[src/rtl/fetch_sequencer_pkg.sv]
// Shared types for the fetch sequencer: the FSM state encoding and PC width.
package fetch_sequencer_pkg;

  localparam int XLEN = 32;

  typedef logic [XLEN-1:0] pc_t;

  typedef enum logic [1:0] {
    FETCH = 2'd0,
    WAIT  = 2'd1,
    HOLD  = 2'd2,
    DRAIN = 2'd3
  } fetch_state_t;

endpackage

[src/rtl/fetch_sequencer.sv]
// Fetch sequencer: one fetch per PC, holds the instruction for decode, drains stale responses.
// Optional fetch timeout watchdog is enabled with `define FETCH_TIMEOUT_EN.
module fetch_sequencer
  import fetch_sequencer_pkg::*;
#(
  parameter int XLEN           = fetch_sequencer_pkg::XLEN,
  parameter int TIMEOUT_CYCLES = 255
) (
  input  logic            clk,
  input  logic            rst,
  input  logic [XLEN-1:0] pc,
  input  logic [XLEN-1:0] pc_plus1,
  output logic [XLEN-1:0] next_pc,
  output logic            pc_ready,
  input  logic            redirect_valid,
  input  logic [XLEN-1:0] redirect_target,
  input  logic            stall,
  output logic            imem_req,
  output logic [XLEN-1:0] imem_addr,
  input  logic            imem_ack,
  input  logic [XLEN-1:0] imem_rdata,
  output logic            instr_valid,
  output logic [XLEN-1:0] instr,
  output logic [XLEN-1:0] instr_pc,
  output logic            fetch_error
);

  fetch_state_t    state_q, state_d;
  logic [XLEN-1:0] instr_q, instrPc_q;
  logic            instrValid_q;
  logic            timeoutHit;

  always_ff @(posedge clk) begin
    if (rst) state_q <= FETCH;
    else     state_q <= state_d;
  end

  always_comb begin
    state_d = state_q;
    case (state_q)
      FETCH: if (!redirect_valid) state_d = WAIT;
      WAIT: begin
        if (redirect_valid) state_d = imem_ack ? FETCH : DRAIN;
        else if (imem_ack)  state_d = HOLD;
      end
      HOLD:  if (redirect_valid || !stall) state_d = FETCH;
      DRAIN: if (imem_ack) state_d = FETCH;
      default: state_d = FETCH;
    endcase
    // A timed-out fetch is retried from FETCH; any redirect this cycle still loads PC.
    if (timeoutHit) state_d = FETCH;
  end

  always_comb begin
    imem_req  = (state_q == FETCH) && !redirect_valid;
    imem_addr = pc;
    pc_ready  = redirect_valid || ((state_q == HOLD) && !stall);
    next_pc   = redirect_valid ? redirect_target : pc_plus1;
  end

  always_ff @(posedge clk) begin
    if (rst) begin
      instr_q      <= '0;
      instrPc_q    <= '0;
      instrValid_q <= 1'b0;
    end else if ((state_q == WAIT) && imem_ack && !redirect_valid) begin
      instr_q      <= imem_rdata;
      instrPc_q    <= pc;
      instrValid_q <= 1'b1;
    end else if ((state_q == HOLD) && (state_d != HOLD)) begin
      instrValid_q <= 1'b0;
    end
  end

  assign instr_valid = instrValid_q;
  assign instr       = instr_q;
  assign instr_pc    = instrPc_q;

`ifdef FETCH_TIMEOUT_EN
  localparam int CNT_W = $clog2(TIMEOUT_CYCLES + 1);

  logic [CNT_W-1:0] timeoutCnt_q, timeoutCnt_d;
  logic             fetchError_q;
  logic             waiting;

  // The count restarts whenever WAIT/DRAIN is entered and advances only while it is held.
  always_comb begin
    waiting      = (state_q == WAIT) || (state_q == DRAIN);
    timeoutHit   = waiting && !imem_ack &&
                   (timeoutCnt_q == CNT_W'(TIMEOUT_CYCLES - 1));
    timeoutCnt_d = '0;
    if (waiting && (state_d == state_q)) timeoutCnt_d = timeoutCnt_q + 1'b1;
  end

  always_ff @(posedge clk) begin
    if (rst) begin
      timeoutCnt_q <= '0;
      fetchError_q <= 1'b0;
    end else begin
      timeoutCnt_q <= timeoutCnt_d;
      if (timeoutHit) fetchError_q <= 1'b1;
    end
  end

  assign fetch_error = fetchError_q;
`else
  logic unusedTimeout;

  assign timeoutHit    = 1'b0;
  assign fetch_error   = 1'b0;
  assign unusedTimeout = (TIMEOUT_CYCLES == 0);
`endif

endmodule

[config.mk]
export PLATFORM = sky130hd
export DESIGN_NAME = fetch_sequencer
export DESIGN_NICKNAME = d
export VERILOG_FILES = /design/src/rtl/fetch_sequencer_pkg.sv /design/src/rtl/fetch_sequencer.sv
export SDC_FILE = /design/constraint.sdc
export NUM_CORES = 1
export LEC_CHECK = 0
export BUFFER_PORTS_ARGS = -buffer_cell sky130_fd_sc_hd__buf_4
export CORE_AREA = 2 2 103 105
export DETAILED_ROUTE_END_ITERATION = 10
export DIE_AREA = 0 0 105 107
export HOLD_SLACK_MARGIN = 0.15
export PLACE_DENSITY_LB_ADDON = 0.12
export SETUP_SLACK_MARGIN = 0.5
export SLEW_MARGIN = 25
export SYNTH_ARGS = -nofsm -noshare
export SYNTH_HDL_FRONTEND = slang
export SYNTH_SLANG_ARGS = --single-unit
[constraint.sdc]
create_clock -name clk -period 3.5 [get_ports clk]
set_clock_uncertainty 0.1 [all_clocks]
set_input_delay 0.175 -clock clk [delete_from_list [all_inputs] [get_ports clk]]
set_output_delay 0.175 -clock clk [all_outputs]
set_load 0.01 [all_outputs]
==> results of run 1 <==
==> power by group through the flow <==
stage	logic [W]	registers, W	clock network (W)
2_1_floorplan	0.000152	0.000816	0
3_3_place_gp	0.000363	0.000809	0
3_5_place_dp	0.000365	0.000810	0
4_1_cts	0.000425	0.000792	0.000532
5_1_grt	0.000454	0.000795	0.000556
6_report	0.000425	0.000792	0.000505
==> worst max-delay path by stage <==
| stage | start | slack, ns | end | cells past startpoint |
|---|---|---|---|---|
| 2_1_floorplan | state_q[1] | 2.27 | instr[0] | 5 |
| 3_3_place_gp | redirect_valid | 1.45 | instr[2] | 4 |
| 3_5_place_dp | redirect_valid | 1.43 | instr[7] | 4 |
| 4_1_cts | imem_ack | 1.54 | instr[0] | 5 |
| 5_1_grt | state_q[0] | 1.63 | instr_pc[12] | 4 |
| 6_report | imem_ack | 1.76 | instr[30] | 6 |
==> cells by family after synthesis <==
kind of cell / after synthesis
AO/OA/AOI/OAI: 70
buffers and inverters: 59
flip-flops: 67
multiplexers: 32
other: 1
AND/OR/NAND/NOR: 136
==> per-stage QoR <==
stage	power (W)	setup WS [ns]	hold WS (ns)
final	0.00172	1.76	0.320
after global routing	0.00180	1.63	0.333
after CTS	0.00175	1.54	0.300
after detailed placement	0.00117	1.43	0.330
after global placement	0.00117	1.45	0.323
after floorplan	0.000967	2.27	0.202
==> layer usage <==
layer	vias to the layer above	GRT usage	routed length, microns
li1	1721	-	-
met1	1521	0.190	4000
met2	164	0.354	6010
met3	13	0.0438	745
met4	0	0.0686	194
met5	-	0	0
==> sequential cells by signal (all words and copies together) (netlist names) <==
register	count
state_q	2
instr_pc	32
instr_valid	1
instr	32
==> cell type report <==
| type | count | area (sq um) |
|---|---|---|
| multi-input cells | 239 | 1340 |
| fillers | 940 | 4420 |
| well taps | 136 | 170 |
| clock inverters | 4 | 20.0 |
| repair buffers | 332 | 2670 |
| inverters | 1 | 3.75 |
| clock buffers | 10 | 128 |
| flip-flops and latches | 67 | 1340 |
==> tightest hold or removal path, delay by kind of cell <==
family	cells	cell delay (ns)
buf+inv	1	0.25
compound gates	2	0.26
==> cell usage in the layout, fill, tap and decap left out <==
master | Yosys | layout
nor2_1 | 1 | 1
clkbuf_8 | 0 | 9
inv_1 | 1 | 1
and4bb_2 | 1 | 1
dfxtp_1 | 67 | 67
a21oi_2 | 10 | 10
nand2b_1 | 2 | 2
nand2_1 | 119 | 119
o21bai_1 | 2 | 2
conb_1 | 1 | 1
clkbuf_1 | 6 | 1
buf_4 | 34 | 265
a31oi_1 | 2 | 2
or3_1 | 1 | 1
nand2_2 | 10 | 10
dlygate4sd3_1 | 0 | 66
buf_12 | 0 | 1
nand3b_1 | 1 | 1
a21oi_1 | 56 | 56
mux2_2 | 32 | 32
clkinv_2 | 0 | 4
nand4bb_4 | 0 | 1
==> impl_metrics.env, run 1 <==
export IMPL_synth_compound_area_share=0.129
export IMPL_required_ns=3.65
export IMPL_hp_class="in -> reg"
export IMPL_dp_hpwl_microns=7590
export IMPL_drive_gt1_frac=0.510
export IMPL_antenna_found_initial=0
export IMPL_period_needed_ns=1.74
export IMPL_maxCapViolations=0
export IMPL_cellPowerDensity_mw_per_mm2=304
export IMPL_path_class="in -> reg"
export IMPL_drtIter0Drc=146
export IMPL_yosys_area_share_adder=0
export IMPL_wl_microns=10900
export IMPL_power_internal_w=0.00129
export IMPL_hold_viol_final=0
export IMPL_grt_ovfl_total=0
export IMPL_slew_viol_final=0
export IMPL_yosys_warnings=0
export IMPL_reg2reg_from="state_q[0]"
export IMPL_critPathMaxStageDelay_ns=0.53
export IMPL_fin_nets=783
export IMPL_clock_latency_ns=0.32
export IMPL_cts_htree_levels=3
export IMPL_synth_area_sq_mm=0.00307
export IMPL_power_switching_w=0.000433
export IMPL_cts_root_buf="clkbuf_8"
export IMPL_post_drt_wl_per_cell_microns=13.9
export IMPL_antenna_cells=0
export IMPL_synthesis_nets=498
export IMPL_detail_route_first_pass_iterations=4
export IMPL_cts_sink_count=67
export IMPL_synthDistinctLibCells=21
export IMPL_final_antenna_net_count=0
export IMPL_grt_pass1_vias=3307
export IMPL_die_h_microns=107
export IMPL_routabilityCongestion=0.729
export IMPL_worst_slew_pin_slew_ns=0.764
export IMPL_core_area_sq_mm=0.0101
export IMPL_synth_xor_area_share=0
export IMPL_pwr_share_seq=0.460
export IMPL_p_leak_nw=2.54
export IMPL_ys_flop_type="dfxtp_1"
export IMPL_cp_top_family="buffers and inverters"
export IMPL_yosys_area_share_simple=0.183
export IMPL_fmax_mhz=575
export IMPL_cp_slowest_cell="dlygate4sd3_1"
export IMPL_ys_ff_latch=67
export IMPL_path_cells="dlygate4sd3_1 > buf_4 > and4bb_2 > buf_4 > nand2_1 > a21oi_1"
export IMPL_die_w_microns=105
export IMPL_path_max_fanout=30
export IMPL_reg2reg_slack_ns=1.81
export IMPL_r2r_cells=4
export IMPL_io_pins=265
export IMPL_cts_hold_buf=66
export IMPL_cts_buffers_inserted=9
export IMPL_final_cell_count_no_fill=789
export IMPL_power_frac_clock=0.293
export IMPL_hold_end="state_q[1]"
export IMPL_tritoncts="built"
export IMPL_synth_mux_area_frac=0.117
export IMPL_clockBufferDepth=2
export IMPL_vdd_ir_drop_max_mv=0.167
export IMPL_rsz0062_at_grt="false"
export IMPL_grt_pass1_wl_microns=16300
export IMPL_avgSynthCellArea_sq_um=8.42
export IMPL_track_usage=0.183
export IMPL_drt_vias_per_instance=4.33
export IMPL_drc=0
export IMPL_worst_hold_startpoint="redirect_valid"
export IMPL_syn_instance_count=365
export IMPL_dp_cells=708
export IMPL_synth_top_cells_by_count="119 x nand2_1, 67 x dfxtp_1, 56 x a21oi_1"
export IMPL_start_util=0.304
export IMPL_vias=3419
export IMPL_r2r_end="instr[30]"
export IMPL_async_reset_ff_frac=0
export IMPL_finalSetupViolations=0
export IMPL_fin_tns_setup_ns=0
export IMPL_crit_top_cell="buf_4"
export IMPL_synth_top_area_share=0.437
export IMPL_die_area_sq_mm=0.0112
export IMPL_post_cts_buffers=0
export IMPL_period_share=0.497
export IMPL_synth_top_cell_by_area="dfxtp_1"
export IMPL_syn_to_final_growth_pct=84.6
export IMPL_cts_clk_slew_worst_paths_ns=0.07
export IMPL_start_kind="input port"
export IMPL_postPlaceCellArea_sq_mm=0.00484
export IMPL_slew_headroom=0.491
export IMPL_worstPathArrival_ns=1.89
export IMPL_pwr_share_comb=0.247
export IMPL_cts_resized=0
export IMPL_end_kind="register"
export IMPL_swShare=0.251
export IMPL_stdcell_area_sq_mm=0.00567
export IMPL_synthTopCellsByArea="dfxtp_1 44%, nand2_1 15%, mux2_2 12%"
export IMPL_status="complete, no violations"
export IMPL_crit_buf_inv=3
export IMPL_min_path_cells=3
export IMPL_ys_seq_area_frac=0.437
export IMPL_grt_max_degree=68
export IMPL_io_buffers=263
export IMPL_synth_edf_count=0
export IMPL_yosysMostFrequentCell="nand2_1"
export IMPL_synth_top_family_by_area="simple AND/OR/NAND/NOR gates"
export IMPL_placement_rows=37
export IMPL_final_util=0.562
Power figures use the tool's default switching activity.
==> inputs of run 2 (changes only) <==
==> constraint.sdc (replaced) <==
create_clock -name clk -period 1.8 [get_ports clk]
set_clock_uncertainty 0.1 [all_clocks]
set_input_delay 0.09 -clock clk [delete_from_list [all_inputs] [get_ports clk]]
set_output_delay 0.09 -clock clk [all_outputs]
set_load 0.01 [all_outputs]
==> run 2 against run 1 <==
- combinational power increased by 110%
- first-iteration DRC count decreased by 10%
- count of clock-buffer cells in the layout increased by 3
- global-route usage increased by 0.65 points
- critical path depth decreased by 1
- register-to-register slack got worse by 1.4 ns
- core utilization increased by 4.7 points
- critical endpoint is now instr_pc[13]
==> impl_metrics.env, run 2 (synthesis gave the netlist of run 1 again) <==
export IMPL_report_power_total_w=0.00359
export IMPL_vias=3627
export IMPL_io_pins=265
export IMPL_reg2reg_from="state_q[1]"
export IMPL_die_h_microns=107
export IMPL_power_switching_w=0.000915
export IMPL_cp_top_family="simple AND/OR/NAND/NOR gates"
export IMPL_antenna_found_initial=0
export IMPL_r2r_cells=5
export IMPL_drc=0
export IMPL_reg2reg_slack_ns=0.37
export IMPL_start_kind="register"
export IMPL_cts_htree_levels=3
export IMPL_clock_latency_ns=0.33
export IMPL_hold_ws_ns=0.0128
export IMPL_final_antenna_net_count=0
export IMPL_clockBufferDepth=2
export IMPL_swShare=0.255
export IMPL_grt_pass1_wl_microns=16900
export IMPL_grt_pass1_vias=3437
export IMPL_detail_route_first_pass_iterations=4
export IMPL_final_common_cell="buf_4"
export IMPL_required_ns=1.95
export IMPL_slew_viol_final=0
export IMPL_critPathMaxStageDelay_ns=0.37
export IMPL_hold_viol_final=0
export IMPL_path_max_fanout=8
export IMPL_worst_slew_pin_slew_ns=0.873
export IMPL_grt_max_degree=68
export IMPL_finalSetupViolations=0
export IMPL_dp_hpwl_microns=7870
export IMPL_wl_microns=12100
export IMPL_syn_to_final_growth_pct=100
export IMPL_io_buffers=263
export IMPL_placement_rows=37
export IMPL_die_w_microns=105
export IMPL_final_cell_mix="267 x buf_4, 108 x nand2_1, 66 x dlygate4sd3_1"
export IMPL_cts_clk_slew_worst_paths_ns=0.07
export IMPL_min_path_cells=3
export IMPL_drt_vias_per_instance=4.50
export IMPL_p_leak_nw=2.78
export IMPL_fin_nets=799
export IMPL_path_cells="and4bb_4 > buf_4 > buf_8 > nand2_1 > a21oi_1"
export IMPL_pwr_share_comb=0.252
export IMPL_cellPowerDensity_mw_per_mm2=585
export IMPL_cp_depth=5
export IMPL_post_drt_wl_per_cell_microns=15.0
export IMPL_maxCapViolations=0
export IMPL_path_class="reg -> reg"
export IMPL_status="complete, no violations"
export IMPL_drtIter0Drc=131
export IMPL_power_frac_clock=0.319
export IMPL_tritoncts="built"
export IMPL_start_util=0.304
export IMPL_core_area_sq_mm=0.0101
export IMPL_vdd_ir_drop_max_mv=0.353
export IMPL_cts_root_buf="clkbuf_8"
export IMPL_rsz0062_at_grt="true"
export IMPL_routabilityCongestion=0.723
export IMPL_drive_gt1_frac=0.570
export IMPL_slew_headroom=0.418
export IMPL_pwr_share_seq=0.428
export IMPL_cts_sink_count=67
export IMPL_track_usage=0.190
export IMPL_period_needed_ns=1.43
export IMPL_power_internal_w=0.00268
export IMPL_worstPathArrival_ns=1.58
export IMPL_grt_ovfl_total=0
export IMPL_cp_slowest_cell="dfxtp_4"
export IMPL_worstSetupStartpoint="state_q[1]"
export IMPL_cts_buffers_inserted=9
export IMPL_antenna_cells=0
export IMPL_die_area_sq_mm=0.0112
export IMPL_fmax_mhz=701
export IMPL_hp_class="in -> reg"
export IMPL_crit_end="instr_pc[13]"
export IMPL_r2r_end="instr_pc[13]"
export IMPL_crit_buf_inv=2
export IMPL_fin_tns_setup_ns=0
export IMPL_period_share=0.793
export IMPL_end_kind="register"
export IMPL_cts_hold_buf=66
-- run 2: cell types whose count changed in the layout (fill, tap and decap cells not counted), sizes merged --
| cell | change |
|---|---|
| buf | +11 |
| clkbuf | +8 |
| clkinv | -2 |
-- run 2: worst min-delay path by stage --
stage	endpoint	start
6_report	instr_valid	redirect_valid
5_1_grt	state_q[0]	redirect_valid
4_1_cts	state_q[1]	redirect_valid
3_5_place_dp	instr[4]	imem_rdata[4]
3_3_place_gp	instr[12]	imem_rdata[12]
2_1_floorplan	instr[0]	imem_rdata[0]
-- run 2: layout make-up --
type                            count  area (sq um)
Tap cell                          136           170
Sequential cell                    67          1350
Inverter                            1          3.75
Fill cell                         882          3950
Timing Repair Buffer              348          2940
Clock buffer                       13           169
Multi-Input combinational cell    239          1510
Clock inverter                      2          10.0
-- run 2: power groups by stage --
stage | sequential (W) | combinational, W | clock, W
3_3_place_gp | 0.00157 | 0.000716 | 0
5_1_grt | 0.00154 | 0.000966 | 0.00125
6_report | 0.00154 | 0.000907 | 0.00115
4_1_cts | 0.00154 | 0.000849 | 0.00118
2_1_floorplan | 0.00159 | 0.000295 | 0
3_5_place_dp | 0.00157 | 0.000720 | 0
-- run 2: timing repair --
item | 4_1_cts | 5_1_grt
setup buffers | 2 | 5
gates resized for setup | 7 | 47
pin swaps | 0 | 25
endpoints found under the setup margin | 79 | 95
endpoints found under the hold margin | 67 | 3
gates cloned | 0 | 7
-- run 2: worst reg2reg max path: cells and delay by family (launching register included) --
| family | cells | cell delay, ns |
|---|---|---|
| simple gates | 2 | 0.44 |
| buf+inv | 2 | 0.31 |
| compound gates | 1 | 0.13 |
| flops | 1 | 0.37 |
-- run 2: routing by layer --
layer / wire, microns / track usage / vias to the layer above
met5: 0 / 0 / -
met4: 282 / 0.0714 / 0
met3: 950 / 0.0632 / 22
met2: 6450 / 0.354 / 172
met1: 4400 / 0.196 / 1672
li1: - / - / 1761
-- run 2: through the flow --
| step | utilization | setup slack [ns] | cell area [sq um] | instances |
|---|---|---|---|---|
| finish | 0.609 | 0.373 | 6140 | 806 |
| global route | 0.609 | 0.323 | 6140 | 806 |
| CTS | 0.572 | 0.372 | 5780 | 794 |
| detailed placement | 0.486 | 0.327 | 4900 | 711 |
| global placement | 0.486 | 0.371 | 4900 | 711 |
| floorplan | - | 0.565 | 3070 | 365 |
